File: src/rtl/debug_unit.sv
// UART-driven debug controller: run/step/reset a pipeline and dump a 20-byte
// snapshot (pc, instr, alu, mem, cycle count) MSB first over the transmitter.
module debug_unit (
  input  logic        clk,
  input  logic        reset,
  input  logic [7:0]  rx_data,
  input  logic        rx_valid,
  output logic [7:0]  tx_data,
  output logic        tx_valid,
  input  logic        tx_ready,
  output logic        pipe_en,
  output logic        pipe_reset,
  input  logic [31:0] test_pc,
  input  logic [31:0] test_instr,
  input  logic [31:0] test_alu_result,
  input  logic [31:0] test_mem_data,
  output logic        busy
);

  typedef enum logic [2:0] {
    IDLE,
    RUN,
    STEP,
    CAPTURE,
    SEND
  } state_t;

  localparam logic [31:0] HALT_INSTR = 32'hFFFF_FFFF;
  localparam logic [7:0]  CMD_RUN    = 8'h63;
  localparam logic [7:0]  CMD_STEP   = 8'h73;
  localparam logic [7:0]  CMD_RESET  = 8'h72;
  localparam logic [7:0]  CMD_DUMP   = 8'h64;
  localparam logic [4:0]  LAST_BYTE  = 5'd19;

  state_t      state;
  state_t      state_nxt;
  logic        cmd_reset;
  logic [31:0] cyc_cnt;
  logic [4:0]  byte_idx;
  logic [31:0] snap [5];
  logic [31:0] cur_word;
  logic [7:0]  cur_byte;

  always_comb begin
    state_nxt = state;
    cmd_reset = 1'b0;
    case (state)
      IDLE: begin
        if (rx_valid) begin
          case (rx_data)
            CMD_RUN:   state_nxt = RUN;
            CMD_STEP:  state_nxt = STEP;
            CMD_RESET: cmd_reset = 1'b1;
            CMD_DUMP:  state_nxt = CAPTURE;
            default:   state_nxt = IDLE;
          endcase
        end
      end
      RUN:     if (test_instr == HALT_INSTR) state_nxt = CAPTURE;
      STEP:    state_nxt = CAPTURE;
      CAPTURE: state_nxt = SEND;
      SEND:    if (tx_ready && byte_idx == LAST_BYTE) state_nxt = IDLE;
      default: state_nxt = IDLE;
    endcase
  end

  // Outputs are gated by reset so the pipeline sees a clean stop in the very
  // cycle reset is raised, before the state register has been cleared.
  always_comb begin
    pipe_en    = !reset && (state == RUN || state == STEP);
    busy       = !reset && (state != IDLE);
    tx_valid   = !reset && (state == SEND);
    pipe_reset = reset || cmd_reset;
  end

  always_comb begin
    case (byte_idx[4:2])
      3'd0:    cur_word = snap[0];
      3'd1:    cur_word = snap[1];
      3'd2:    cur_word = snap[2];
      3'd3:    cur_word = snap[3];
      3'd4:    cur_word = snap[4];
      default: cur_word = '0;
    endcase
    case (byte_idx[1:0])
      2'd0:    cur_byte = cur_word[31:24];
      2'd1:    cur_byte = cur_word[23:16];
      2'd2:    cur_byte = cur_word[15:8];
      default: cur_byte = cur_word[7:0];
    endcase
    tx_data = tx_valid ? cur_byte : '0;
  end

  always_ff @(posedge clk) begin
    if (reset) begin
      state    <= IDLE;
      cyc_cnt  <= '0;
      byte_idx <= '0;
      for (int unsigned i = 0; i < 5; i++) snap[i] <= '0;
    end else begin
      state <= state_nxt;

      if (cmd_reset)
        cyc_cnt <= '0;
      else if (pipe_en && cyc_cnt != '1)
        cyc_cnt <= cyc_cnt + 32'd1;

      if (state == CAPTURE) begin
        snap[0] <= test_pc;
        snap[1] <= test_instr;
        snap[2] <= test_alu_result;
        snap[3] <= test_mem_data;
        snap[4] <= cyc_cnt;
      end

      if (state == SEND && tx_ready)
        byte_idx <= (byte_idx == LAST_BYTE) ? '0 : byte_idx + 5'd1;
    end
  end

endmodule

File: config.mk
export PLATFORM = sky130hd
export DESIGN_NAME = debug_unit
export DESIGN_NICKNAME = d
export VERILOG_FILES = /design/src/rtl/debug_unit.sv
export SDC_FILE = /design/constraint.sdc
export NUM_CORES = 1
export LEC_CHECK = 0
export CAP_MARGIN = 10
export CORE_UTILIZATION = 30
export CTS_CLUSTER_SIZE = 25
export DETAILED_ROUTE_END_ITERATION = 12
export GPL_TIMING_DRIVEN = 0
export REMOVE_ABC_BUFFERS = 1
export SLEW_MARGIN = 20
export SYNTH_ARGS = -nofsm -noshare
export SYNTH_HDL_FRONTEND = slang
export SYNTH_SLANG_ARGS = --single-unit
File: constraint.sdc
create_clock -name clk -period 4.5 [get_ports clk]
set_clock_uncertainty 0.15 [all_clocks]
set_input_delay 0.675 -clock clk [delete_from_list [all_inputs] [get_ports clk]]
set_output_delay 0.675 -clock clk [all_outputs]
set_load 0.01 [all_outputs]
# Word level (Yosys, flattened, before mapping)
# Memories as Yosys holds them, arrays and structs flattened.
# Cells that the tools add are included.
word_totals:
  ff_bits: 40
  ramBits: 160
  inputBits: 140
  output_inout_bits: 12
  wordCells: 69
  memories: 1
mem_list:
  columns: ["memory", "depth", "word_bits", "rd", "rd_ports_with_merged_regs", "wr", "line", "rtl"]
  rows:
  - ["snap", 5, 32, 5, 0, 5, "40", "logic [31:0] snap [5];"]
op_classes:
  addsub: 2
  eq_ne: 21
  mux: 22
  n_bitwise: 5
  n_reduce_logical: 15
ops:
  columns: ["operator", "count"]
  rows:
  - ["32-bit two-way mux", 5]
  - ["32-bit one-hot mux with 5 select lines", 1]
  - ["32-bit by 1-bit adder with 32-bit output (second input constant)", 1]
  - ["32-bit equality test (second input constant)", 1]
  - ["8-bit by 7-bit equality test with 1-bit output (second input constant)", 4]
  - ["32-bit != test (second input constant)", 1]
  - ["8-bit one-hot mux with 3 select lines", 1]
  - ["3-bit one-hot mux with 5 select lines", 1]
  - ["3-bit by 2-bit equality test with 1-bit output (second input constant)", 4]
  - ["3-bit one-hot mux with 4 select lines", 1]
  - ["3-bit two-way mux", 3]
  - ["1-bit two-way mux", 8]
  - ["8-bit two-way mux", 1]
  - ["2-bit != test (second input constant)", 4]
  - ["3-bit by 1-bit equality test with 1-bit output (second input constant)", 2]
  - ["3-bit equality test (second input constant)", 2]
  - ["1-bit logical AND", 6]
  - ["3-bit logical NOT", 2]
  - ["5-bit by 1-bit adder with 5-bit output (second input constant)", 1]
  - ["5-bit equality test (second input constant)", 1]
  - ["5-bit two-way mux", 1]
  - ["1-bit bitwise OR", 5]
  - ["4-bit AND reduction", 1]
  - ["3-bit nonzero test", 1]
  - ["6 further kinds", 7]

# Logic depth before layout (Yosys ltp)
# Gate-level depths: netlist of run 1.
depth:
  word_depth: 5
  depth_mapped: 8
  depth_no_buf: 6

# Worst setup path before layout of run 1
# Ideal clock, no wire load.
synth_timing:
  path_kind: "register to register"
  start: "register state[1]"
  end: "memory snap[0][0], enable pin"
  setup_time_ns: 0.453
  arrival_ns: 2.673
  required_time_ns: 3.897
  setup_slack_ns: 1.224
  stages_incl_launch_ff: 4
  n_path_buf: 0
  period_less_slack_ns: 3.276
  path_cell_list: "dfxtp_1 nand2_1 nor2_1 or2_2"
synth_lines:
  columns: ["item", "line", "rtl"]
  rows:
  - ["start: declaration", "35", "state_t state;"]
  - ["start signal: assignment", "101", "state <= state_nxt;"]
  - ["end: declaration", "40", null]

# Worst setup path after layout of run 1
layout_timing:
  start: "input port reset"
  end: "output port pipe_reset"
layout_between:
  elab_chain_cells: 1
layout_lines:
  columns: ["item", "line", "rtl"]
  rows:
  - ["start: declaration", "5", "input logic reset,"]
  - ["1-bit logical OR", "73", "pipe_reset = reset || cmd_reset;"]
  - ["end: declaration", "12", "output logic pipe_reset,"]
# No other way between the ends.

==> flow_metrics.env, run 1 <==
export IMPL_status="complete, no violations"
export IMPL_drive_above_1_share_pct=9.66
export IMPL_fmax_ghz=0.238
export IMPL_ant_nets=0
export IMPL_cp_slowest_cell="clkdlybuf4s50_1"
export IMPL_place_congestion=0.820
export IMPL_p_int_mw=3.01
export IMPL_synth_top_area_share_pct=50.2
export IMPL_async_flop_share_pct=0
export IMPL_max_cap_violations=0
export IMPL_synth_flop_cell="edfxtp_1"
export IMPL_synthCells=816
export IMPL_rsz0062_at_grt="false"
export IMPL_grt_use_total_pct=15.8
export IMPL_max_stage_delay_ns=0.78
export IMPL_first_pass_iters=5
export IMPL_clock_path_buffers=2
export IMPL_pwr_share_comb_pct=5.7
export IMPL_grt_max_degree=53
export IMPL_p_total_mw=3.81
export IMPL_cts_sinks=200
export IMPL_crit_chain="clkdlybuf4s50_1 -> a41oi_2 -> buf_6 -> clkinvlp_4 -> clkdlybuf4s50_1"
export IMPL_die_h_microns=181
export IMPL_p_leak_nw=4.17
export IMPL_power_density_nw_per_um2=310
export IMPL_holdWs_ns=0.355
export IMPL_syn_to_final_growth_pct=28.1
export IMPL_grt_antenna_before_repair=0
export IMPL_synthesis_area_sq_um=9580
export IMPL_die_area_sq_um=32700
export IMPL_hp_class="register to register"
export IMPL_grt_ovfl_total=0
export IMPL_p_seq_share_pct=54.0
export IMPL_pre_cts_slack_ns=-0.0422
export IMPL_swShare_pct=21.0
export IMPL_cp_start_kind="primary input"
export IMPL_routed_wl_microns=25500
export IMPL_min_period_ns=4.19
export IMPL_dp_cells=1333
export IMPL_clkTransAtPathRegs_ns=0.07
export IMPL_synth_top_area_cell="edfxtp_1"
export IMPL_utilization_pct=39.0
export IMPL_nFillCells=2988
export IMPL_critPathMaxFanout=24
export IMPL_layout_setup_ws_ns=0.307
export IMPL_grt_pass1_vias=6797
export IMPL_dpl_hpwl_microns=18600
export IMPL_num_rows=65
export IMPL_clkPwrFrac_pct=40.3
export IMPL_htreeDepth=4
export IMPL_dieWidth_microns=181
export IMPL_seq_area_frac_synth_pct=58.5
export IMPL_ys_ff_latch=200
export IMPL_io_buffers=151
export IMPL_ios=152
export IMPL_wl_per_cell_microns=18.7
export IMPL_syn_mean_instance_area_sq_um=11.7
export IMPL_crit_top_cell="clkdlybuf4s50_1"
export IMPL_final_nets=1095
export IMPL_yosysMostFrequentCell="and2_1"
export IMPL_hold_viol_final=0
export IMPL_core_area_sq_um=31500
export IMPL_p_sw_mw=0.798
export IMPL_dr_total_vias=6858
export IMPL_path_buf_inv=4
export IMPL_via_per_inst=5.02
export IMPL_timing_final_crit_share_pct=93.2
export IMPL_stdcell_count=1365
export IMPL_numCtsBuffers=17
export IMPL_grt_first_pass_wirelength_microns=39600
export IMPL_cp_required_ns=3.67
export IMPL_ys_warnings_count=0
export IMPL_synthDistinctLibCells=66
export IMPL_cp_arrival_ns=3.37
export IMPL_synth_edf_count=160
export IMPL_netlist_top_cells_count="and2_1, edfxtp_1, a21oi_1"
export IMPL_setup_viol=0
export IMPL_crit_family="buffers and inverters"
export IMPL_clockRootBuffer="clkbuf_16"
export IMPL_hold_buffers=0
export IMPL_synth_area_top_cells="edfxtp_1, and2_1, dfxtp_1"
export IMPL_clk_latency_ns=0.43
export IMPL_peakVddDrop_v=0.000205
export IMPL_timing_worst_setup_path_type="primary input to primary output"
export IMPL_worst_pin_slew_ns=1.02
export IMPL_cts_setup_buffers=0
export IMPL_start_util_pct=30.4
export IMPL_cts_tree="done"
export IMPL_drt_iter0_drc=438
export IMPL_finalMaxSlewViolations=0
export IMPL_post_route_drc_count=0
export IMPL_diodes=0
export IMPL_endpoint_kind="primary output"
export IMPL_slew_headroom_pct=31.7
## what timing repair did
item / in CTS / in global routing
hold endpoints to repair: 0 / 0
endpoints found under the setup margin: 1 / 0
gates resized for setup: 1 / 0
## worst paths after layout
check,from,end,slack [ns],depth (start not counted)
setup / recovery,reset,pipe_reset,0.31,5
hold / removal,cyc_cnt[13],cyc_cnt[13],0.36,2
setup reg to reg,cyc_cnt[26],cyc_cnt[7],1.95,5
hold reg to reg,cyc_cnt[13],cyc_cnt[13],0.36,2
## power by group through the flow
stage / clock [mW] / combinational [mW] / sequential, mW
2_1_floorplan: 0 / 0.0505 / 2.10
3_3_place_gp: 0 / 0.207 / 2.10
3_5_place_dp: 0 / 0.218 / 2.10
4_1_cts: 1.57 / 0.220 / 2.06
5_1_grt: 1.63 / 0.232 / 2.06
6_report: 1.54 / 0.216 / 2.06
## sequential cells by signal (all words and copies together), names as in the netlist
signal	count
snap	160
cyc_cnt	32
byte_idx	5
state	3
## per-stage QoR
| step | TNS, ns | area, sq um |
|---|---|---|
| after floorplan | -291.90 | 9350 |
| after detailed placement | -0.0422 | 11700 |
| final | 0 | 12300 |
| after global routing | 0 | 12300 |
| after global placement | -1287.23 | 11400 |
| after CTS | 0 | 12300 |
## per-layer routing
layer / GRT usage, % / share of wire [%]
met1: 21.4 / 47
met2: 25.8 / 47
met3: 3.43 / 5.3
met4: 3.79 / 1.1
met5: 0 / 0
## area by class of cell
class	instances	area (sq um)	share of cell area, %
well taps	402	503	4.10
clock inverters	12	108	0.877
multi-input cells	551	3740	30.5
inverters	9	37.5	0.306
flip-flops and latches	200	5610	45.8
clock buffers	20	479	3.91
repair buffers	171	1790	14.6
## placed cells by master, fill, tap and decap left out, drive strengths merged, types with 7 or more instances in the layout
cell type / count
a21oi: 44
a22oi: 22
a31o: 7
a31oi: 7
a32oi: 7
and2: 163
and3: 8
and4: 7
buf: 20
clkbuf: 20
clkdlybuf4s50: 151
dfxtp: 40
edfxtp: 160
inv: 13
mux2: 13
mux2i: 27
nand2: 31
nand3: 14
nand4: 19
nor2: 27
nor2b: 7
nor3: 10
nor4: 7
o21ai: 34
o22ai: 9
or3: 8
## worst min-delay path: stages, from the launching register on
cell and delay, ns:
dfxtp_1 0.33, o21ai_0 0.07, a21oi_1 0.06
## cell families (layout without fill, tap and decap cells)
family                     count (synthesis)  count (layout)  synth area share (%)
buffers and inverters                     65             212                  2.76
AOI/OAI and AO/OA                        174             174                  12.0
muxes                                     45              45                  5.52
DFF                                      200             200                  58.5
xor gates and xnor gates                   8               8                 0.810
and+or+nand+nor                          319             319                  19.8
adders and majority gates                  5               5                 0.653
Note: power is estimated with default switching activity, not from simulation.
==> run 2, diff against run 1 <==
--- a/config.mk
+++ b/config.mk
@@ -10,6 +10,7 @@
 export CTS_CLUSTER_SIZE = 25
 export DETAILED_ROUTE_END_ITERATION = 12
 export GPL_TIMING_DRIVEN = 0
+export PLACE_DENSITY = 0.6
 export REMOVE_ABC_BUFFERS = 1
 export SLEW_MARGIN = 20
 export SYNTH_ARGS = -nofsm -noshare
==> results of run 2 <==
Final layout, timing and power as in run 1 (identical DEF).
==> run 3, diff against run 2 <==
--- a/config.mk
+++ b/config.mk
@@ -9,6 +9,7 @@
 export CORE_UTILIZATION = 30
 export CTS_CLUSTER_SIZE = 25
 export DETAILED_ROUTE_END_ITERATION = 12
+export GPL_ROUTABILITY_DRIVEN = 0
 export GPL_TIMING_DRIVEN = 0
 export PLACE_DENSITY = 0.6
 export REMOVE_ABC_BUFFERS = 1
==> results of run 3 <==
Final layout, timing and power as in run 1 (identical DEF).
